===== config.mk =====
export PLATFORM = sky130hd
export DESIGN_NAME = bat_program_loader
export DESIGN_NICKNAME = d
export VERILOG_FILES = /design/src/rtl/bat_program_loader.sv
export SDC_FILE = /design/constraint.sdc
export NUM_CORES = 1
export LEC_CHECK = 0
export CAP_MARGIN = 15
export CORE_UTILIZATION = 55
export CTS_CLUSTER_SIZE = 24
export DETAILED_ROUTE_END_ITERATION = 8
export PLACE_DENSITY = 0.85
export SLEW_MARGIN = 40
export SYNTH_ARGS = -nofsm -noshare
export SYNTH_HDL_FRONTEND = slang
export SYNTH_SLANG_ARGS = --single-unit

===== constraint.sdc =====
create_clock -name CLK -period 2.2 [get_ports CLK]
set_clock_uncertainty 0.1 [all_clocks]
set_input_delay 0.33 -clock CLK [delete_from_list [all_inputs] [get_ports CLK]]
set_output_delay 0.33 -clock CLK [all_outputs]
set_load 0.01 [all_outputs]

===== src/rtl/bat_program_loader.sv =====
// bat_program_loader
//
// Boot and program-load controller for the BatAmateur CPU. Holds the CPU in
// reset and HALT and accepts a segmented image over a valid/ready stream.
// Each segment is a base-address word, a count word N, then N data words.
// N = 0 marks the end of the image. The image is written into CPU memory, and
// then CPU_RESET and HALT are released in a fixed order (reset first, then halt).
//
// Ports
//   CLK         rising-edge clock
//   RESET_N     asynchronous active-low reset
//   START       begin a load (honoured in IDLE or RUN only)
//   LOAD_VALID  LOAD_WORD is valid
//   LOAD_WORD   stream word: header, count, or data
//   LOAD_READY  loader accepts LOAD_WORD this cycle
//   MEM_WE      one-cycle memory write strobe
//   MEM_ADDR    memory write address
//   MEM_DATA    memory write data
//   BUS_EN      loader owns the memory bus (the top level tristates when low)
//   CPU_RESET   active-high CPU reset
//   HALT        CPU halt
//   BUSY        load in progress
//   ERROR       sticky timeout flag, cleared by an accepted START
module bat_program_loader #(
    parameter int ADDR_WIDTH     = 16,
    parameter int DATA_WIDTH     = 16,
    parameter int TIMEOUT_CYCLES = 1024
) (
    input  logic                  CLK,
    input  logic                  RESET_N,
    input  logic                  START,
    input  logic                  LOAD_VALID,
    input  logic [DATA_WIDTH-1:0] LOAD_WORD,
    output logic                  LOAD_READY,
    output logic                  MEM_WE,
    output logic [ADDR_WIDTH-1:0] MEM_ADDR,
    output logic [DATA_WIDTH-1:0] MEM_DATA,
    output logic                  BUS_EN,
    output logic                  CPU_RESET,
    output logic                  HALT,
    output logic                  BUSY,
    output logic                  ERROR
);

    typedef enum logic [2:0] {
        S_IDLE,
        S_ADDR,
        S_COUNT,
        S_DATA,
        S_RELEASE,
        S_RUN
    } state_t;

    localparam int IDLE_W = $clog2(TIMEOUT_CYCLES + 1);
    localparam logic [IDLE_W-1:0] IDLE_LAST = IDLE_W'(TIMEOUT_CYCLES - 1);

    state_t                  state;
    state_t                  state_next;
    logic                    loading;
    logic                    xfer;
    logic                    timeout;
    logic                    start_ok;
    logic [ADDR_WIDTH-1:0]   ptr;
    logic [DATA_WIDTH-1:0]   remaining;
    logic [IDLE_W-1:0]       idle_cnt;

    assign loading  = state inside {S_ADDR, S_COUNT, S_DATA};
    assign xfer     = LOAD_VALID && loading;
    // The counter holds TIMEOUT_CYCLES-1 during the last allowed idle cycle.
    // A further idle cycle at that point aborts the load.
    assign timeout  = loading && !xfer && (idle_cnt == IDLE_LAST);
    assign start_ok = START && ((state == S_IDLE) || (state == S_RUN));

    // State register
    always_ff @(posedge CLK or negedge RESET_N) begin
        if (!RESET_N) begin
            state <= S_IDLE;
        end else begin
            state <= state_next;
        end
    end

    // Next-state logic
    always_comb begin
        state_next = state;
        case (state)
            S_IDLE, S_RUN: begin
                if (START) state_next = S_ADDR;
            end
            S_ADDR: begin
                if (xfer) state_next = S_COUNT;
            end
            S_COUNT: begin
                if (xfer) state_next = (LOAD_WORD == '0) ? S_RELEASE : S_DATA;
            end
            S_DATA: begin
                if (xfer && (remaining == DATA_WIDTH'(1))) state_next = S_ADDR;
            end
            S_RELEASE: begin
                state_next = S_RUN;
            end
            default: begin
                state_next = S_IDLE;
            end
        endcase
        // An abort wins over any other transition. A partially written segment
        // is left in memory as it is.
        if (timeout) state_next = S_IDLE;
    end

    // Address pointer, segment counter, idle counter, write port, error flag
    always_ff @(posedge CLK or negedge RESET_N) begin
        if (!RESET_N) begin
            ptr       <= '0;
            remaining <= '0;
            idle_cnt  <= '0;
            MEM_WE    <= 1'b0;
            MEM_ADDR  <= '0;
            MEM_DATA  <= '0;
            ERROR     <= 1'b0;
        end else begin
            MEM_WE <= 1'b0;

            if ((state == S_ADDR) && xfer) begin
                ptr <= ADDR_WIDTH'(LOAD_WORD);
            end

            if ((state == S_COUNT) && xfer) begin
                remaining <= LOAD_WORD;
            end

            // Each accepted data word becomes a write on the following cycle.
            // The pointer wraps silently at the top of the address space.
            if ((state == S_DATA) && xfer) begin
                MEM_WE    <= 1'b1;
                MEM_ADDR  <= ptr;
                MEM_DATA  <= LOAD_WORD;
                ptr       <= ptr + ADDR_WIDTH'(1);
                remaining <= remaining - DATA_WIDTH'(1);
            end

            if (loading && !xfer && !timeout) begin
                idle_cnt <= idle_cnt + IDLE_W'(1);
            end else begin
                idle_cnt <= '0;
            end

            if (start_ok) begin
                ERROR <= 1'b0;
            end else if (timeout) begin
                ERROR <= 1'b1;
            end
        end
    end

    // Output decode
    always_comb begin
        LOAD_READY = loading;
        BUSY       = loading || (state == S_RELEASE);
        // The final write of a segment can land after the FSM has left DATA.
        // Ownership of the bus is therefore held through that write.
        BUS_EN     = BUSY || MEM_WE;
        CPU_RESET  = !((state == S_RELEASE) || (state == S_RUN));
        HALT       = (state != S_RUN);
    end

endmodule


**Yosys cells after proc, flatten, opt, wreduce, memory -nomap -nowiden**

Cells that the tools add are included.

- Flip-flop bits (word level): 80
- Latch bits: 0
- Memory bits (writable): 0
- ROM bits: 0
- Input bits: 20
- Output and inout bits: 39
- Word-level logic and storage cells: 62
- Memories kept: 0

- Add/sub/neg operators: 3
- Multiply operators: 0
- Div/mod/pow operators: 0
- Magnitude comparators: 0
- Equal/unequal tests: 12
- Shifts and indexed selects: 0
- Multiplexer cells: 15
- Bitwise operators: 0
- Reduce and logical (&&, ||, !) cells: 24

Operator list:

| operator | number |
|---|---|
| 2-to-1 mux 16 bit | 4 |
| 2-to-1 mux 3 bit | 6 |
| adder 16 x 1 -> 16 bit (second input constant) | 1 |
| equality test 16 x 1 -> 1 bit (second input constant) | 1 |
| zero test 16 bit | 1 |
| subtractor 16 x 1 -> 16 bit (second input constant) | 1 |
| case mux 3 bit (5 select lines) | 1 |
| != test 3 bit (second input constant) | 4 |
| adder 11 x 1 -> 11 bit (second input constant) | 1 |
| equality test 11 x 10 -> 1 bit (second input constant) | 1 |
| 2-to-1 mux 11 bit | 1 |
| logical AND 1 bit | 9 |
| equality test 3 x 2 -> 1 bit (second input constant) | 2 |
| equality test 3 bit (second input constant) | 2 |
| nonzero test 2 bit | 3 |
| logical OR 1 bit | 4 |
| AND reduction 4 bit | 1 |
| equality test 3 x 1 -> 1 bit (second input constant) | 1 |
| zero test 1 bit | 3 |
| zero test 3 bit | 1 |
| 2-to-1 mux 1 bit | 3 |
| != test 3 x 2 -> 1 bit (second input constant) | 1 |
| nonzero test 3 bit | 1 |
| OR reduction 2 bit | 1 |

**Depth between registers and ports, before layout**

Gate-level depths: netlist of run 1.

- Depth after elaboration: 9
- Depth in mapped cells: 7
- Mapped depth without buffers: 6

**Worst setup path after synthesis of run 1**

Ideal clock, no wire load.

- Path kind: reg-to-reg
- Start point: register state[2]
- End point: register state[0]
- Library setup time: 0.123 ns
- Data arrival time: 1.520 ns
- Required time: 1.977 ns
- Slack: 0.458 ns
- Cell stages (with the launch flop): 5
- Path buffers: 1
- Clock period less this slack: 1.742 ns
- Cell sequence: dfrtp_1 > clkbuf_2 > or3_4 > or4_4 > o221a_2

- Word-level cells in the longest chain between the ends: 8
- Elaborated cells on any way between the ends: 20
- Those cells by class: eq/ne: 9; mux: 2; reduce/logical: 9

Ends and longest elaborated chain:

| what | line | source |
|---|---|---|
| from (decl) | 57 | `state_t state;` |
| from (signal assigned) | 79 | `state <= state_next;` |
| equality test 3 x 1 -> 1 bit / equality test 3 x 2 -> 1 bit (equally long branches) | 67, 86 |  |
| nonzero test 3 bit | 67 | `assign loading = state inside {S_ADDR, S_COUNT, S_DATA};` |
| logical AND 1 bit | 68 | `assign xfer = LOAD_VALID && loading;` |
| zero test 1 bit | 71 | `assign timeout = loading && !xfer && (idle_cnt == IDLE_LAST);` |
| logical AND 1 bit (2 in a row) | 71 |  |
| != test 3 x 2 -> 1 bit (no source line) / != test 3 bit (equally long branches) | n/a |  |
| AND reduction 4 bit (no source line) | n/a |  |

Several ways; a longest one is shown, not always the timed one.
A chain may end at the register's enable or synchronous reset.

**Final worst setup path of run 1**

- Start point: register state[1]
- End point: output BUSY

- Word-level cells in the longest chain between the ends: 3
- Elaborated cells on any way between the ends: 6
- Those cells by class: eq/ne: 4; reduce/logical: 2

Ends and longest elaborated chain:

| what | line | source |
|---|---|---|
| equality test 3 x 1 -> 1 bit / equality test 3 x 2 -> 1 bit (equally long branches) | 67 |  |
| nonzero test 3 bit | 67 |  |
| logical OR 1 bit * | 159 | `BUSY = loading \|\| (state == S_RELEASE);` |
| to (decl) | 41 | `output logic BUSY,` |

Mark *: on every way between the ends. The rest lies on a longest branch, timed or not.

==> out/metrics.cfg, run 1 <==
[status]
status = completed

[synthesis]
synth_nets = 504
synth_ff_type = dfrtp_1
synth_top_area_share_pct = 48.3
synth.largest_area_cell = dfrtp_1
synth_edf_count = 0
ys_ff_latch = 80
syn_area_mm2 = 0.00415
yosys_warnings = 0
avgSynthCellArea_um2 = 8.64
yosysSeqAreaShare_pct = 48.3
synthCells = 480
yosys-top-cells-area = dfrtp_1, nand2_1, a21oi_1
synthArstFlopShare_pct = 100
synth_cell_types = 62

[die]
die_x_um = 88.8
die_h_um = 88.8
start_util_pct = 57.2
coreArea_mm2 = 0.00725
dieArea_mm2 = 0.00789
rows = 31
io_pins = 59

[finish]
fin_util_pct = 73.0
stdcell_count = 663
seq_area_mm2 = 0.00201
layout_common_cells = nand2_1, dfrtp_1, clkdlybuf4s50_1, buf_4, a21oi_1
num-fill-cells = 531
finalInstanceArea_mm2 = 0.00529
final_nets = 583
diodes = 0
multiInputGateArea_mm2 = 0.00199
areaGrowthSynthToFinish_pct = 27.7
final_common_cell = nand2_1
drive_gt1_share_pct = 13.7

[timing]
setup_viol_count_final = 0
post-route-period-util_pct = 96.5
fin_crit_ns = 2.12
clock.fmax_mhz = 471
setup_ws_ns = 0.0765
timing.slew.headroom_pct = 59.4
worst_pin_slew_ns = 0.605
setup_tns_ns = 0
hold_viol = 0
slew_viol_final = 0

[drt]
vias = 4047
drt-pass1-iter-count = 5
ant_nets = 0
wl_per_cell_um = 17.4
wl_um = 11500
drc_errors = 0
via_per_inst = 6.10
drt-initial-drc-count = 371

[placed_design]
dpl_cell_area_mm2 = 0.00500
portBuffers = 58
gp_congestion = 0.913
pre_cts_ws_ns = -0.00480
dp.cells = 642
hpwl_um = 7880

[critical_path]
path_cells = nor2_4 -> xnor2_1 -> clkdlybuf4s50_1
cp-end-kind = output port
crit_path_start_kind = flip-flop
cp_data_arrival_time_ns = 1.69
critPathKind = flip-flop to output port
slowest_stage = clkdlybuf4s50_1
required_ns = 1.77
path_max_fanout = 4
slowest_delay_ns = 0.56

[pwr]
cellPowerDensity_mw_per_mm2 = 1310
power.leakage_uw = 0.00233
worst_ir_drop_vdd_uv = 686

[run]
cap_violations = 0

[global_route]
grt_pass1_vias = 3800
antenna_found_initial = 0
grt_remaining_overflow = 0
grt_max_degree = 51
grt_usage_pct = 30.4
grt_pass1_wl_um = 18000

[clock_network]
root_buffer = clkbuf_8
cts_htree_levels = 3
cts_sinks = 80
clk_latency_ns = 0.36
clk_pin_slew_ns = 0.09
ctsLongestPathBuffers = 2
cts_inserted_buffers = 9
tritoncts = done

[hold_path]
hold_class = input pin to async pin

final timing paths:
path / cells after the start / start / end / slack [ns]
max: 3 / state[1] / BUSY / 0.08
max in group asynchronous: 3 / RESET_N / ptr[12] / 1.06
min: 2 / RESET_N / MEM_DATA[3] / 0.34
min in group CLK: 2 / MEM_DATA[13] / MEM_DATA[13] / 0.38
min reg2reg: 2 / MEM_DATA[13] / MEM_DATA[13] / 0.38
max reg2reg: 7 / state[0] / remaining[6] / 0.09
routing by layer:
metal	vias up	wire length [µm]	track usage [%]
met5	-	0	0
li1	1854	-	-
met2	201	5600	50.6
met3	44	804	5.97
met1	1948	4730	38.6
met4	0	399	13.8
cell usage after synthesis (2+ instances only):
cell type  count
a21o_1         2
nor3_1        11
or2_2          2
ha_1           4
o22ai_1        6
nand3b_1       2
a31oi_1        7
xnor2_1        4
inv_1         11
nand4_1        8
nor4_2         2
o221a_2        2
a2bb2oi_1      4
clkbuf_1      17
buf_2          8
buf_1          2
nor3_2         2
and3_1         8
and4_1         4
nand3_1       21
a21oi_1       32
nor3b_1        3
a22oi_1        7
nor2b_1        2
o21ai_0       29
xor2_1         6
nand2b_1       3
or3_1          2
nor2_1        30
o22a_1         3
nor4_1         8
dfrtp_1       80
a31o_2         4
or4_4          2
nand2_1      115
sequential cells by signal (all words and copies together), names as in the netlist:
| signal | cells |
|---|---|
| MEM_ADDR | 16 |
| idle_cnt | 11 |
| remaining | 16 |
| ptr | 16 |
| MEM_WE | 1 |
| state | 3 |
| ERROR | 1 |
| MEM_DATA | 16 |
critical path: cells and delay by family (launching register included):
family	cells	cell delay, ns
AND/OR/NAND/NOR	1	0.17
buffers and inverters	1	0.56
flip-flops	1	0.46
XOR/XNOR	1	0.15
kinds of logic (layout without fill, tap and decap cells):
logic type	count (synthesis)	after routing	synth area share [%]
buffers and inverters	40	124	3.98
DFF	80	80	48.3
AOI/OAI and AO/OA	112	112	17.1
muxes	1	1	0.241
and+or+nand+nor	233	233	27.0
adders and majority gates	4	4	1.21
xor gates and xnor gates	10	10	2.11
power breakdown:
| part | switching (µW) | internal, µW |
|---|---|---|
| logic | 1600 | 1400 |
| clock network | 591 | 651 |
| registers | 604 | 2080 |
area by class of cell:
type	instances	share of cell area [%]
clock buffer	9	2.34
clock inverter	7	1.91
inverter	11	0.780
multi-input combinational	360	37.6
sequential	80	37.9
tap	99	2.34
timing repair buffer	97	17.1
repair_timing:
action                                  4_1_cts  5_1_grt
setup buffers                                 2        2
pin swaps                                     1        0
endpoints found under the setup margin        3        2
endpoints found under the hold margin        31        0
resized for setup                             7        2
hold buffers                                  1        0
stage by stage:
step	hold slack (ns)	power, µW
after floorplan	-0.0656	4300
after global placement	0.191	5420
after detailed placement	0.201	5580
after CTS	0.353	6880
after global routing	0.393	7360
final	0.336	6930
Power figures use the tool's default switching activity.
==> inputs of run 2 (changes only) <==
- GPL_ROUTABILITY_DRIVEN: default -> 1
==> results of run 2 <==
Final layout, timing and power as in run 1 (identical DEF).
==> inputs of run 3 (changes only) <==
- clock period: 2.2 -> 2 ns (I/O delays scaled with it)
==> out/metrics.cfg, run 3 (same netlist as run 1, synthesis figures left out) <==
[timing]
fin_crit_ns = 1.95
clock.fmax_mhz = 514
worst_pin_slew_ns = 0.630  ; was 0.605 ns
post-route-period-util_pct = 97.3
setup_tns_ns = 0  ; unchanged
timing.slew.headroom_pct = 57.7  ; was 59.4%
hold_viol = 0  ; unchanged
setup_viol_count_final = 0  ; unchanged
setup_ws_ns = 0.0541  ; was 0.0765 ns
rsz0062_at_grt = false
slew_viol_final = 0  ; unchanged

[die]
coreArea_mm2 = 0.00725  ; unchanged
start_util_pct = 57.2  ; unchanged
rows = 31  ; unchanged
io_pins = 59  ; unchanged
die_x_um = 88.8  ; unchanged
dieArea_mm2 = 0.00789  ; unchanged
die_h_um = 88.8  ; unchanged

[critical_path]
crit_family = simple AND/OR/NAND/NOR gates  ; was buffers and inverters
cp-end-kind = output port  ; unchanged
critPathKind = flip-flop to output port  ; unchanged
required_ns = 1.60  ; was 1.77 ns
cp_data_arrival_time_ns = 1.55  ; was 1.69 ns
slowest_delay_ns = 0.45  ; was 0.56 ns
path_cells = nand2b_1 -> or2_2 -> dlygate4sd2_1  ; was nor2_4 -> xnor2_1 -> clkdlybuf4s50_1
path_max_fanout = 3  ; was 4
crit_start = state[1]  ; unchanged
slowest_stage = dfrtp_2  ; was clkdlybuf4s50_1
crit_buf_inv = 1  ; unchanged
crit_path_start_kind = flip-flop  ; unchanged
regToRegStartpoint = ptr[3]  ; was state[0]

[clock_network]
cts_htree_levels = 3  ; unchanged
cts_inserted_buffers = 9  ; unchanged
cts_sinks = 80  ; unchanged
root_buffer = clkbuf_8  ; unchanged
clk_pin_slew_ns = 0.09  ; about the same
clk_latency_ns = 0.37  ; was 0.36 ns
tritoncts = done  ; unchanged
ctsLongestPathBuffers = 2  ; unchanged

[pwr]
power.leakage_uw = 0.00238  ; was 0.00233 µW
power_uw = 7620  ; was 6930 µW
worst_ir_drop_vdd_uv = 722  ; was 686 µV
cellPowerDensity_mw_per_mm2 = 1420  ; was 1310 mW/mm²

[finish]
fin_util_pct = 74.0  ; was 73.0%
final_common_cell = nand2_1  ; unchanged
drive_gt1_share_pct = 15.5  ; was 13.7%
diodes = 0  ; unchanged
layout_common_cells = nand2_1, dfrtp_1, clkdlybuf4s50_1, buf_4, a21oi_1  ; unchanged
areaGrowthSynthToFinish_pct = 29.5  ; was 27.7%
finalInstanceArea_mm2 = 0.00537  ; was 0.00529 mm²
final_nets = 595  ; was 583

[drt]
ant_nets = 0  ; unchanged
drc_errors = 0  ; unchanged
wl_per_cell_um = 16.8  ; was 17.4 µm
vias = 4054  ; was 4,047
drt-initial-drc-count = 376  ; was 371
via_per_inst = 6.01  ; was 6.10
wl_um = 11300  ; was 11,500 µm
drt-pass1-iter-count = 5  ; unchanged

[hold_path]
hold_class = input pin to async pin  ; unchanged

[status]
status = completed  ; unchanged

[global_route]
grt_pass1_vias = 3624  ; was 3,800
grt_max_degree = 50  ; was 51
grt_usage_pct = 30.0  ; was 30.4%
antenna_found_initial = 0  ; unchanged
grt_pass1_wl_um = 17500  ; was 18,000 µm
grt_remaining_overflow = 0  ; unchanged

[placed_design]
portBuffers = 58  ; unchanged
gp_congestion = 0.922  ; was 0.913
dpl_cell_area_mm2 = 0.00508  ; was 0.00500 mm²
hpwl_um = 7820  ; was 7880 µm
pre_cts_ws_ns = -0.0385  ; was -0.00480 ns

[run]
cap_violations = 0  ; unchanged

==> run 3: worst paths after layout <==
kind | to | slack (ns) | depth (start not counted)
hold reg to reg | MEM_ADDR[14] | 0.38 | 2
setup reg to reg | ptr[11] | 0.06 | 4
hold / removal | remaining[7] | 0.30 | 2
max in group asynchronous | state[1] | 0.91 | 3
min in group CLK | MEM_ADDR[14] | 0.38 | 2
setup / recovery | HALT | 0.05 | 3
==> run 3: cell type report <==
cell class              instances  area, µm²
repair buffers                109        982
fillers                       535       1890
inverters                      11       41.3
multi-input cells             360       2000
flip-flops and latches         80       2010
well taps                      99        124
clock inverters                 6       73.8
clock buffers                  10        138
==> run 3: what timing repair did <==
action                                  in CTS  in global routing
endpoints found under the setup margin       4                 15
hold endpoints to repair                    30                  0
setup buffers                                3                  1
pin swaps                                    1                  2
hold buffers                                 1                  0
gates resized for setup                      8                  8
==> run 3: per-layer routing <==
metal,GRT usage [%],up-vias,wire length [µm],share of wire (%)
met5,0,-,0,0
met4,15.5,0,366,3.2
li1,-,1888,-,-
met3,6.34,36,837,7.4
met1,40.9,1931,4890,43
met2,45.5,199,5220,46
==> run 3: through the flow <==
step	hold WS, ns	cells
6_report	0.301	675
5_1_grt	0.349	675
4_1_cts	0.309	674
3_5_place_dp	0.163	654
3_3_place_gp	0.164	654
2_1_floorplan	-0.0956	480
==> run 3: worst register-to-register path: cells and delay by family (launching register included) <==
| family | cells | cell delay [ns] |
|---|---|---|
| compound gates | 2 | 0.39 |
| flops | 1 | 0.48 |
| simple gates | 2 | 0.86 |
==> run 3: power breakdown <==
part	switching, µW	internal [µW]	leakage [µW]
registers	622	2280	0.000971
clock network	663	628	0.000101
logic	1810	1620	0.00131
total	3090	4530	0.00238
